## config.mk

```make
export PLATFORM = sky130hd
export DESIGN_NAME = warp_job_sequencer_flat
export DESIGN_NICKNAME = d
export VERILOG_FILES = /design/src/rtl/warp_job_sequencer_if.sv /design/src/rtl/warp_job_sequencer.sv /design/src/flat_wrapper.sv
export SDC_FILE = /design/constraint.sdc
export NUM_CORES = 2
export LEC_CHECK = 0
export ABC_AREA = 1
export CAP_MARGIN = 5
export CORE_ASPECT_RATIO = 1.75
export CORE_MARGIN = 2
export CORE_UTILIZATION = 60
export DETAILED_ROUTE_END_ITERATION = 6
export PLACE_DENSITY_LB_ADDON = 0.05
export SYNTH_ARGS = -nofsm -noshare
export SYNTH_HDL_FRONTEND = slang
export SYNTH_SLANG_ARGS = --single-unit
```

## constraint.sdc

```tcl
create_clock -name clk_i -period 19.6 [get_ports clk_i]
set_input_delay 3.92 -clock clk_i [delete_from_list [all_inputs] [get_ports clk_i]]
set_output_delay 3.92 -clock clk_i [all_outputs]
set_load 0.005 [all_outputs]
```

## src/rtl/warp_job_sequencer_if.sv

```systemverilog
// warp_job_sequencer_if: job, engine-control and result channels of the warp job sequencer
interface warp_job_sequencer_if;
    logic        job_valid_i;
    logic        job_ready_o;
    logic [3:0]  job_tag_i;
    logic [31:0] job_src_width_i;
    logic [31:0] job_src_height_i;
    logic [31:0] job_src_offset_i;
    logic [31:0] job_dst_width_i;
    logic [31:0] job_dst_height_i;
    logic [31:0] job_dst_offset_i;
    logic [31:0] src_width_o;
    logic [31:0] src_height_o;
    logic [31:0] src_offset_addr_o;
    logic [31:0] src_image_size_o;
    logic [31:0] dst_width_o;
    logic [31:0] dst_height_o;
    logic [31:0] dst_offset_addr_o;
    logic [31:0] dst_image_size_o;
    logic        start_o;
    logic        idle_i;
    logic [31:0] exit_i;
    logic        res_valid_o;
    logic        res_ready_i;
    logic [3:0]  res_tag_o;
    logic [31:0] res_exit_o;
    logic        res_timeout_o;
    logic        busy_o;
    logic [15:0] jobs_done_o;

    modport slave (
        input  job_valid_i, job_tag_i, job_src_width_i, job_src_height_i, job_src_offset_i,
               job_dst_width_i, job_dst_height_i, job_dst_offset_i, idle_i, exit_i, res_ready_i,
        output job_ready_o, src_width_o, src_height_o, src_offset_addr_o, src_image_size_o,
               dst_width_o, dst_height_o, dst_offset_addr_o, dst_image_size_o, start_o,
               res_valid_o, res_tag_o, res_exit_o, res_timeout_o, busy_o, jobs_done_o
    );

    modport master (
        output job_valid_i, job_tag_i, job_src_width_i, job_src_height_i, job_src_offset_i,
               job_dst_width_i, job_dst_height_i, job_dst_offset_i, idle_i, exit_i, res_ready_i,
        input  job_ready_o, src_width_o, src_height_o, src_offset_addr_o, src_image_size_o,
               dst_width_o, dst_height_o, dst_offset_addr_o, dst_image_size_o, start_o,
               res_valid_o, res_tag_o, res_exit_o, res_timeout_o, busy_o, jobs_done_o
    );
endinterface

```

## src/rtl/warp_job_sequencer.sv

```systemverilog
// warp_job_sequencer: queues warp job descriptors, programs and starts the engine, reports each job's result
module warp_job_sequencer #(
    parameter int          DEPTH   = 4,
    parameter logic [31:0] TIMEOUT = 32'd16777216
) (
    input logic                 clk_i,
    input logic                 rst_ni,
    warp_job_sequencer_if.slave bus
);
    localparam int AW = $clog2(DEPTH);

    typedef enum logic [2:0] {IDLE, LOAD, START, WAIT_BUSY, RUN, RESP} state_t;

    typedef struct packed {
        logic [3:0]  tag;
        logic [31:0] src_w;
        logic [31:0] src_h;
        logic [31:0] src_off;
        logic [31:0] dst_w;
        logic [31:0] dst_h;
        logic [31:0] dst_off;
    } job_t;

    state_t        r_state, w_next;
    job_t          r_mem [DEPTH];
    job_t          r_job, w_in;
    logic [AW-1:0] r_wr_ptr, r_rd_ptr;
    logic [AW:0]   r_count, w_count_next;
    logic          r_ready, r_timeout;
    logic [31:0]   r_src_size, r_dst_size, r_wd, r_exit, w_wd_inc;
    logic [15:0]   r_done;
    logic          w_push, w_pop, w_wd_hit, w_fin_ok, w_fin_to;

    assign w_push       = bus.job_valid_i && r_ready;
    assign w_pop        = (r_state == IDLE) && (r_count != '0) && bus.idle_i;
    assign w_count_next = r_count + (AW+1)'(w_push) - (AW+1)'(w_pop);
    assign w_wd_inc     = r_wd + 32'd1;
    assign w_wd_hit     = w_wd_inc >= TIMEOUT;
    assign w_in         = '{tag: bus.job_tag_i, src_w: bus.job_src_width_i, src_h: bus.job_src_height_i,
                            src_off: bus.job_src_offset_i, dst_w: bus.job_dst_width_i,
                            dst_h: bus.job_dst_height_i, dst_off: bus.job_dst_offset_i};

    always_ff @(posedge clk_i) begin
        if (w_push) r_mem[r_wr_ptr] <= w_in;
    end

    // Ready is registered from the post-update occupancy, so a full FIFO refuses a push even while popping.
    always_ff @(posedge clk_i or negedge rst_ni) begin
        if (!rst_ni) begin
            r_wr_ptr <= '0;
            r_rd_ptr <= '0;
            r_count  <= '0;
            r_ready  <= 1'b1;
        end else begin
            if (w_push) r_wr_ptr <= r_wr_ptr + 1'b1;
            if (w_pop) r_rd_ptr <= r_rd_ptr + 1'b1;
            r_count <= w_count_next;
            r_ready <= w_count_next != (AW+1)'(DEPTH);
        end
    end

    always_ff @(posedge clk_i or negedge rst_ni) begin
        if (!rst_ni) r_state <= IDLE;
        else         r_state <= w_next;
    end

    always_comb begin
        w_next   = r_state;
        w_fin_ok = 1'b0;
        w_fin_to = 1'b0;
        case (r_state)
            IDLE:      w_next = w_pop ? LOAD : IDLE;
            LOAD:      w_next = START;
            START:     w_next = WAIT_BUSY;
            WAIT_BUSY: begin
                w_fin_to = bus.idle_i && w_wd_hit;
                w_next   = !bus.idle_i ? RUN : w_fin_to ? RESP : WAIT_BUSY;
            end
            RUN: begin
                w_fin_ok = bus.idle_i;
                w_fin_to = !bus.idle_i && w_wd_hit;
                w_next   = (w_fin_ok || w_fin_to) ? RESP : RUN;
            end
            RESP:      w_next = bus.res_ready_i ? IDLE : RESP;
            default:   w_next = IDLE;
        endcase
    end

    always_ff @(posedge clk_i or negedge rst_ni) begin
        if (!rst_ni) begin
            r_job      <= '0;
            r_src_size <= '0;
            r_dst_size <= '0;
            r_wd       <= '0;
            r_exit     <= '0;
            r_timeout  <= 1'b0;
            r_done     <= '0;
        end else begin
            if (w_pop) r_job <= r_mem[r_rd_ptr];
            if (r_state == LOAD) begin
                r_src_size <= r_job.src_w * r_job.src_h;
                r_dst_size <= r_job.dst_w * r_job.dst_h;
            end
            if (r_state == START) r_wd <= '0;
            else if (r_state == WAIT_BUSY || r_state == RUN) r_wd <= w_wd_inc;
            if (w_fin_ok) begin
                r_exit    <= bus.exit_i;
                r_timeout <= 1'b0;
            end else if (w_fin_to) begin
                r_exit    <= '1;
                r_timeout <= 1'b1;
            end
            if (r_state == RESP && bus.res_ready_i) r_done <= r_done + 16'd1;
        end
    end

    assign bus.job_ready_o       = r_ready;
    assign bus.src_width_o       = r_job.src_w;
    assign bus.src_height_o      = r_job.src_h;
    assign bus.src_offset_addr_o = r_job.src_off;
    assign bus.src_image_size_o  = r_src_size;
    assign bus.dst_width_o       = r_job.dst_w;
    assign bus.dst_height_o      = r_job.dst_h;
    assign bus.dst_offset_addr_o = r_job.dst_off;
    assign bus.dst_image_size_o  = r_dst_size;
    assign bus.start_o           = r_state == START;
    assign bus.res_valid_o       = r_state == RESP;
    assign bus.res_tag_o         = r_job.tag;
    assign bus.res_exit_o        = r_exit;
    assign bus.res_timeout_o     = r_timeout;
    assign bus.busy_o            = r_state != IDLE;
    assign bus.jobs_done_o       = r_done;
endmodule

```

## src/flat_wrapper.sv

```systemverilog
// flat-port wrapper written by rule: the top's interface ports become plain ports
module warp_job_sequencer_flat 
#(
    parameter int          DEPTH   = 4,
    parameter logic [31:0] TIMEOUT = 32'd16777216
)
  (clk_i, rst_ni, bus_job_valid_i, bus_job_tag_i, bus_job_src_width_i, bus_job_src_height_i, bus_job_src_offset_i, bus_job_dst_width_i, bus_job_dst_height_i, bus_job_dst_offset_i, bus_idle_i, bus_exit_i, bus_res_ready_i, bus_job_ready_o, bus_src_width_o, bus_src_height_o, bus_src_offset_addr_o, bus_src_image_size_o, bus_dst_width_o, bus_dst_height_o, bus_dst_offset_addr_o, bus_dst_image_size_o, bus_start_o, bus_res_valid_o, bus_res_tag_o, bus_res_exit_o, bus_res_timeout_o, bus_busy_o, bus_jobs_done_o);
  warp_job_sequencer_if bus_i ();
  input logic clk_i;
  input logic rst_ni;
  input wire logic [$bits(bus_i.job_valid_i)-1:0] bus_job_valid_i;
  input wire logic [$bits(bus_i.job_tag_i)-1:0] bus_job_tag_i;
  input wire logic [$bits(bus_i.job_src_width_i)-1:0] bus_job_src_width_i;
  input wire logic [$bits(bus_i.job_src_height_i)-1:0] bus_job_src_height_i;
  input wire logic [$bits(bus_i.job_src_offset_i)-1:0] bus_job_src_offset_i;
  input wire logic [$bits(bus_i.job_dst_width_i)-1:0] bus_job_dst_width_i;
  input wire logic [$bits(bus_i.job_dst_height_i)-1:0] bus_job_dst_height_i;
  input wire logic [$bits(bus_i.job_dst_offset_i)-1:0] bus_job_dst_offset_i;
  input wire logic [$bits(bus_i.idle_i)-1:0] bus_idle_i;
  input wire logic [$bits(bus_i.exit_i)-1:0] bus_exit_i;
  input wire logic [$bits(bus_i.res_ready_i)-1:0] bus_res_ready_i;
  output wire logic [$bits(bus_i.job_ready_o)-1:0] bus_job_ready_o;
  output wire logic [$bits(bus_i.src_width_o)-1:0] bus_src_width_o;
  output wire logic [$bits(bus_i.src_height_o)-1:0] bus_src_height_o;
  output wire logic [$bits(bus_i.src_offset_addr_o)-1:0] bus_src_offset_addr_o;
  output wire logic [$bits(bus_i.src_image_size_o)-1:0] bus_src_image_size_o;
  output wire logic [$bits(bus_i.dst_width_o)-1:0] bus_dst_width_o;
  output wire logic [$bits(bus_i.dst_height_o)-1:0] bus_dst_height_o;
  output wire logic [$bits(bus_i.dst_offset_addr_o)-1:0] bus_dst_offset_addr_o;
  output wire logic [$bits(bus_i.dst_image_size_o)-1:0] bus_dst_image_size_o;
  output wire logic [$bits(bus_i.start_o)-1:0] bus_start_o;
  output wire logic [$bits(bus_i.res_valid_o)-1:0] bus_res_valid_o;
  output wire logic [$bits(bus_i.res_tag_o)-1:0] bus_res_tag_o;
  output wire logic [$bits(bus_i.res_exit_o)-1:0] bus_res_exit_o;
  output wire logic [$bits(bus_i.res_timeout_o)-1:0] bus_res_timeout_o;
  output wire logic [$bits(bus_i.busy_o)-1:0] bus_busy_o;
  output wire logic [$bits(bus_i.jobs_done_o)-1:0] bus_jobs_done_o;
  assign bus_i.job_valid_i = bus_job_valid_i;
  assign bus_i.job_tag_i = bus_job_tag_i;
  assign bus_i.job_src_width_i = bus_job_src_width_i;
  assign bus_i.job_src_height_i = bus_job_src_height_i;
  assign bus_i.job_src_offset_i = bus_job_src_offset_i;
  assign bus_i.job_dst_width_i = bus_job_dst_width_i;
  assign bus_i.job_dst_height_i = bus_job_dst_height_i;
  assign bus_i.job_dst_offset_i = bus_job_dst_offset_i;
  assign bus_i.idle_i = bus_idle_i;
  assign bus_i.exit_i = bus_exit_i;
  assign bus_i.res_ready_i = bus_res_ready_i;
  assign bus_job_ready_o = bus_i.job_ready_o;
  assign bus_src_width_o = bus_i.src_width_o;
  assign bus_src_height_o = bus_i.src_height_o;
  assign bus_src_offset_addr_o = bus_i.src_offset_addr_o;
  assign bus_src_image_size_o = bus_i.src_image_size_o;
  assign bus_dst_width_o = bus_i.dst_width_o;
  assign bus_dst_height_o = bus_i.dst_height_o;
  assign bus_dst_offset_addr_o = bus_i.dst_offset_addr_o;
  assign bus_dst_image_size_o = bus_i.dst_image_size_o;
  assign bus_start_o = bus_i.start_o;
  assign bus_res_valid_o = bus_i.res_valid_o;
  assign bus_res_tag_o = bus_i.res_tag_o;
  assign bus_res_exit_o = bus_i.res_exit_o;
  assign bus_res_timeout_o = bus_i.res_timeout_o;
  assign bus_busy_o = bus_i.busy_o;
  assign bus_jobs_done_o = bus_i.jobs_done_o;
  warp_job_sequencer #(.DEPTH(DEPTH), .TIMEOUT(TIMEOUT)) u_core (.clk_i(clk_i), .rst_ni(rst_ni), .bus(bus_i));
endmodule
```

After elaboration in Yosys (flattened, before gate mapping)
Memories as Yosys holds them, arrays and structs flattened. A register that Yosys moved wholly into a read port is not among the register bits.
Index checks and enable logic that the tools add are counted.
Storage, ports and cells
  bits in registers: 156
  bits in writable memories: 784
  bits of input ports: 233
  logic and storage cells: 58
  memories: 1
Cells by class
  add/sub/neg operators: 6
  multiply operators: 2
  order comparisons: 1
  equal/unequal tests: 6
  muxes and demuxes: 16
  reduce and logical (&&, ||, !) cells: 15
Memories
  u_core.r_mem: depth 4, bits a word 196, read ports 1, clocked after memory_dff 1, write ports 1, line warp_job_sequencer.sv:25  | job_t r_mem [DEPTH];
Operators by type and width (count)
  $mux W32: 4
  $mul A32 B32 Y32: 2
  $add A32 B1 Y32 const B: 1
  $ge A32 B25 Y1 const B: 1
  $pmux W3 S6: 1
  $add A16 B1 Y16 const B: 1
  $mux W3: 3
  $mux W1: 7
  $eq A3 B2 Y1 const B: 2
  $eq A3 B3 Y1 const B: 2
  $logic_and A1 B1 Y1: 6
  $reduce_bool A3 Y1: 2
  $add A2 B1 Y2 const B: 2
  $reduce_bool A2 Y1: 2
  $add A3 B1 Y3: 1
  $eq A3 B1 Y1 const B: 1
  $logic_not A3 Y1: 1
  $ne A3 B3 Y1 const B: 1
  $sub A3 B1 Y3: 1
  $logic_not A1 Y1: 2
  $logic_or A1 B1 Y1: 2
  $pmux W1 S2: 1

Depth between registers and ports, before layout
  word-level depth: 6
  depth in mapped cells: 34

Least setup slack after synthesis
OpenSTA, ideal clock, no wires.
  kind: input-to-reg
  from: input port bus_job_valid_i
  to: memory u_core.r_mem[0][0] (netlist name) (enable)
  setup time: 0.756 ns
  arrival: 12.185 ns
  required time: 18.844 ns
  path slack: 6.659 ns
  stages: 2
  buffers on the path: 0
  cells stage by stage: nand2_1 > nor2_1
Between the ends
  longest elaborated chain between the ends: 3
Ends and longest elaborated chain
  from (decl): line flat_wrapper.sv:11  | input wire logic [$bits(bus_i.job_valid_i)-1:0] bus_job_valid_i;
  $logic_and A1 B1 Y1: line warp_job_sequencer.sv:34  | assign w_push = bus.job_valid_i && r_ready;
  $mux W1: line warp_job_sequencer.sv:44  | if (w_push) r_mem[r_wr_ptr] <= w_in;
  $mux W1 (implied by the code): line warp_job_sequencer.sv:44
  to (decl): line warp_job_sequencer.sv:25
Every way passes these cells.

Final worst setup path
  from: register, netlist name u_core.bus.src_height_o[3]
  to: register u_core.r_src_size[26], in the netlist u_core.bus.src_image_size_o[26]
Between the ends
  longest elaborated chain between the ends: 1
Ends and longest elaborated chain
  $mul A32 B32 Y32: line warp_job_sequencer.sv:101  | r_src_size <= r_job.src_w * r_job.src_h;
  to (signal assigned): line warp_job_sequencer.sv:101
  to (decl): line warp_job_sequencer.sv:30  | logic [31:0] r_src_size, r_dst_size, r_wd, r_exit, w_wd_inc;
Every way passes these cells.
A chain may end at the register's enable or synchronous reset.

==> flow_metrics.py <==
metrics = {
    "status": {
        "status": "finished clean",
    },
    "critical_path": {
        "crit_chain": "nand2_1, inv_1, fa_1, inv_1, fa_1, fa_1, fa_1, inv_1, fa_1, inv_1, fa_1, inv_1, fa_1, fa_1, ha_1, a21oi_1, o21ai_0, a21oi_1, nand3_1, a21o_1, a21oi_1, xor2_1, o21ai_0",
        "cp_num_buf_inv": 5,
        "critPathTopFamily": "adder cells",
        "reg2reg_from": "u_core.bus.src_height_o[3]",
        "crit_slowest_cell": "dfrtp_1",
        "r2r-end": "u_core.bus.src_image_size_o[26]",
        "critPathLaunch": "u_core.bus.src_height_o[3]",
        "cp_data_required_time_ns": 20.15,
        "cp-end-kind": "register",
        "path_depth": 23,
        "critical_path_arrival_ns": 8.67,
        "crit_end": "u_core.bus.src_image_size_o[26]",
        "cp_slowest_stage_delay_ns": 1.13,
        "cp_max_fo": 31,
        "critPathKind": "register to register",
        "reg2regPathDepth": 23,
        "start_kind": "register",
        "critPathMostFrequentCell": "fa_1",
        "r2r_slack_ns": 11.48,
    },
    "timing": {
        "fmax_ghz": 0.123,
        "fin_crit_sh_pct": 41.4,
        "final-hold-violation-count": 0,
        "period_needed_ns": 8.12,
        "max_slew_margin_pct": 9.06,
        "rsz0062_at_grt": "false",
        "finalMaxSlewViolations": 0,
        "tightest_slew_ns": 1.36,
        "finClkSkew_ns": 0.0774,
        "finalSetupViolCount": 0,
        "tns_ns": 0,
    },
    "final_layout": {
        "fin_nets": 9776,
        "post-route-util_pct": 68.5,
        "area_delta_synth_final_pct": 13.4,
        "drive_above_1_share_pct": 3.67,
    },
    "drt": {
        "wl_per_cell_um": 21.6,
        "vias": 56700,
        "ant_nets": 0,
        "drtIter0Drc": 3820,
        "viasPerCell": 5.54,
        "drt_wl_total_um": 221000,
        "drc": 0,
        "firstDrtPassIters": 5,
    },
    "synth": {
        "syn_avg_cell_area_um2": 9.41,
        "synth_edf_count": 784,
        "yosysSeqAreaShare_pct": 42.2,
        "syn_inst": 8150,
        "synthFlopType": "edfxtp_1",
        "yosysUniqueCellTypes": 50,
        "netlist_area_um2": 76700,
        "async_flop_share_pct": 31.0,
        "ys_ff_latch": 1136,
        "syn_nets": 9454,
        "yosysWarnings": 0,
    },
    "cts": {
        "cts-buffers-inserted": 98,
        "ctsHoldBuffers": 0,
        "h-tree-depth": 3,
        "cts.sinks": 1136,
        "insertion_delay_ns": 0.77,
        "ctsRootBufferMaster": "clkbuf_16",
        "cts_resized": 0,
        "cts_tree": "done",
        "clock_path_buffers": 3,
        "postCtsSetupBuffers": 0,
        "cts.clk_slew.worst_paths_ns": 0.06,
    },
    "global_routing": {
        "antenna_found_initial": 25,
        "grt_pass1_wl_um": 341000,
        "grt_max_degree": 211,
        "grt_util_all_layers_pct": 34.8,
        "grt-ovfl-total": 0,
        "grt_pass1_vias": 60400,
    },
    "floorplan": {
        "core_um2": 127000,
        "start_util_pct": 60.4,
        "pin_count": 546,
        "dieHeight_um": 477,
        "die_w_um": 274,
        "dieArea_um2": 131000,
        "rows": 173,
    },
    "worst_hold_path": {
        "hold_class": "register to register",
        "worstHoldStart": "u_core.bus.dst_image_size_o[4]",
    },
    "place": {
        "port-buffer-count": 545,
        "gp_congestion": 0.939,
        "dpl.hpwl_um": 157000,
    },
    "run": {
        "maxCapViolCount": 0,
    },
}
-- synthesized netlist by cell type, drive strengths merged, types with 2 or more instances --
| cell | count | area [µm²] |
|---|---|---|
| nor3 | 37 | 195 |
| o21bai | 9 | 67.6 |
| clkinv | 3 | 11.3 |
| inv | 1622 | 6090 |
| a21o | 11 | 82.6 |
| o21a | 5 | 37.5 |
| nor4 | 9 | 56.3 |
| nand3b | 15 | 113 |
| o22ai | 23 | 144 |
| o21ai | 470 | 2350 |
| a221oi | 2 | 17.5 |
| nand4 | 23 | 144 |
| nand2 | 1660 | 6280 |
| xnor2 | 38 | 333 |
| or2 | 17 | 106 |
| dfrtp | 351 | 8780 |
| xor2 | 58 | 516 |
| fa | 817 | 16400 |
| ha | 254 | 3180 |
| o31ai | 4 | 30.0 |
| a31oi | 196 | 1230 |
| clkbuf | 356 | 1340 |
| edfxtp | 784 | 23500 |
| nand3 | 177 | 896 |
| nor2 | 1065 | 4020 |
| a21oi | 62 | 310 |
| o211ai | 3 | 22.5 |
| a21boi | 2 | 15.0 |
| buf | 68 | 315 |
-- layout by cell type (no fill, tap or decap), types with 7 or more instances in the layout --
master,n
nand2_1,1646
inv_1,1620
nor2_1,1055
fa_1,817
edfxtp_1,784
clkdlybuf4s50_1,544
o21ai_0,469
dfrtp_1,347
ha_1,254
a31oi_1,196
nand3_1,175
clkbuf_16,99
buf_4,98
a21oi_1,62
xor2_1,57
xnor2_1,38
nor3_1,33
nand4_1,23
o22ai_1,23
clkbuf_1,19
or2_2,17
diode_2,15
nand3b_1,15
clkinv_1,13
clkinv_2,13
bufinv_16,13
nand2_2,11
a21o_1,11
nor4_1,9
o21bai_1,9
clkbuf_8,8
clkinvlp_4,7
-- flip-flops by register name (all words and copies together) (netlist names) --
register                      flops
u_core.r_count                    3
u_core.bus.dst_offset_addr_o     32
u_core.bus.job_ready_o            1
u_core.r_wd                      32
u_core.bus.res_exit_o            32
u_core.bus.jobs_done_o           16
u_core.bus.src_image_size_o      32
u_core.bus.dst_width_o           32
u_core.r_wr_ptr                   2
u_core.bus.src_width_o           32
u_core.bus.res_tag_o              4
u_core.bus.dst_image_size_o      32
u_core.bus.src_height_o          32
u_core.r_mem                    784
u_core.bus.res_timeout_o          1
u_core.bus.src_offset_addr_o     32
u_core.bus.dst_height_o          32
u_core.r_state                    3
u_core.r_rd_ptr                   2
-- stage by stage --
stage	hold WS, ns	setup slack (ns)	std cells	instance area (µm²)
3_5_place_dp	0.458	11.51	10000	83400
4_1_cts	0.474	11.59	10200	86900
6_report	0.469	11.48	10200	86900
3_3_place_gp	0.462	11.56	10000	83400
5_1_grt	0.509	11.24	10200	86900
2_1_floorplan	0.462	6.66	8150	76700
-- worst min path at each step --
stage / end / slack, ns / cells after the start
3_5_place_dp: u_core.bus.dst_image_size_o[4] / 0.46 / 2
6_report: u_core.bus.dst_image_size_o[4] / 0.47 / 2
4_1_cts: u_core.bus.dst_image_size_o[4] / 0.47 / 2
2_1_floorplan: u_core.r_wd[19] / 0.46 / 1
5_1_grt: u_core.bus.src_image_size_o[9] / 0.51 / 2
3_3_place_gp: u_core.bus.dst_image_size_o[2] / 0.46 / 2
-- worst register-to-register path: stages (launching register included) --
cell	delay, ns
dfrtp_1	1.13
nand2_1	0.14
inv_1	0.11
fa_1	0.42
inv_1	0.08
fa_1	0.42
fa_1	0.50
fa_1	0.55
inv_1	0.05
fa_1	0.49
inv_1	0.05
fa_1	0.54
inv_1	0.05
fa_1	0.45
fa_1	0.43
ha_1	0.42
a21oi_1	0.33
o21ai_0	0.14
a21oi_1	0.53
nand3_1	0.40
a21o_1	0.28
a21oi_1	0.15
xor2_1	0.21
o21ai_0	0.10
-- cells by family after synthesis --
family,Yosys count,share of synthesized area [%]
muxes,1,0.0147
and+or+nand+nor,3005,15.4
adders and majority gates,1071,25.5
DFF,1136,42.2
buffers and inverters,2049,10.1
xor gates and xnor gates,96,1.11
AOI/OAI and AO/OA,792,5.67
-- routing by layer --
layer	wire length [µm]	share of wire, %	global-route usage (%)	vias to the layer above
met2	114000	52	61.9	2109
met1	74900	34	37.1	28200
li1	-	-	-	25600
met3	15900	7.2	7.29	747
met5	160	0.072	0	-
met4	16100	7.3	22.2	26
-- final cells by class --
cell class / instances / area (µm²)
clock buffer: 126 / 2660
clock inverter: 58 / 806
multi-input combinational: 4965 / 36600
sequential: 1136 / 32400
fill: 10000 / 39900
timing repair buffer: 646 / 6260
antenna: 15 / 37.5
tap: 1662 / 2080
inverter: 1625 / 6120
Power is not shown: default switching activity piles up to over one toggle a cycle in this logic, so the estimate is an artifact.
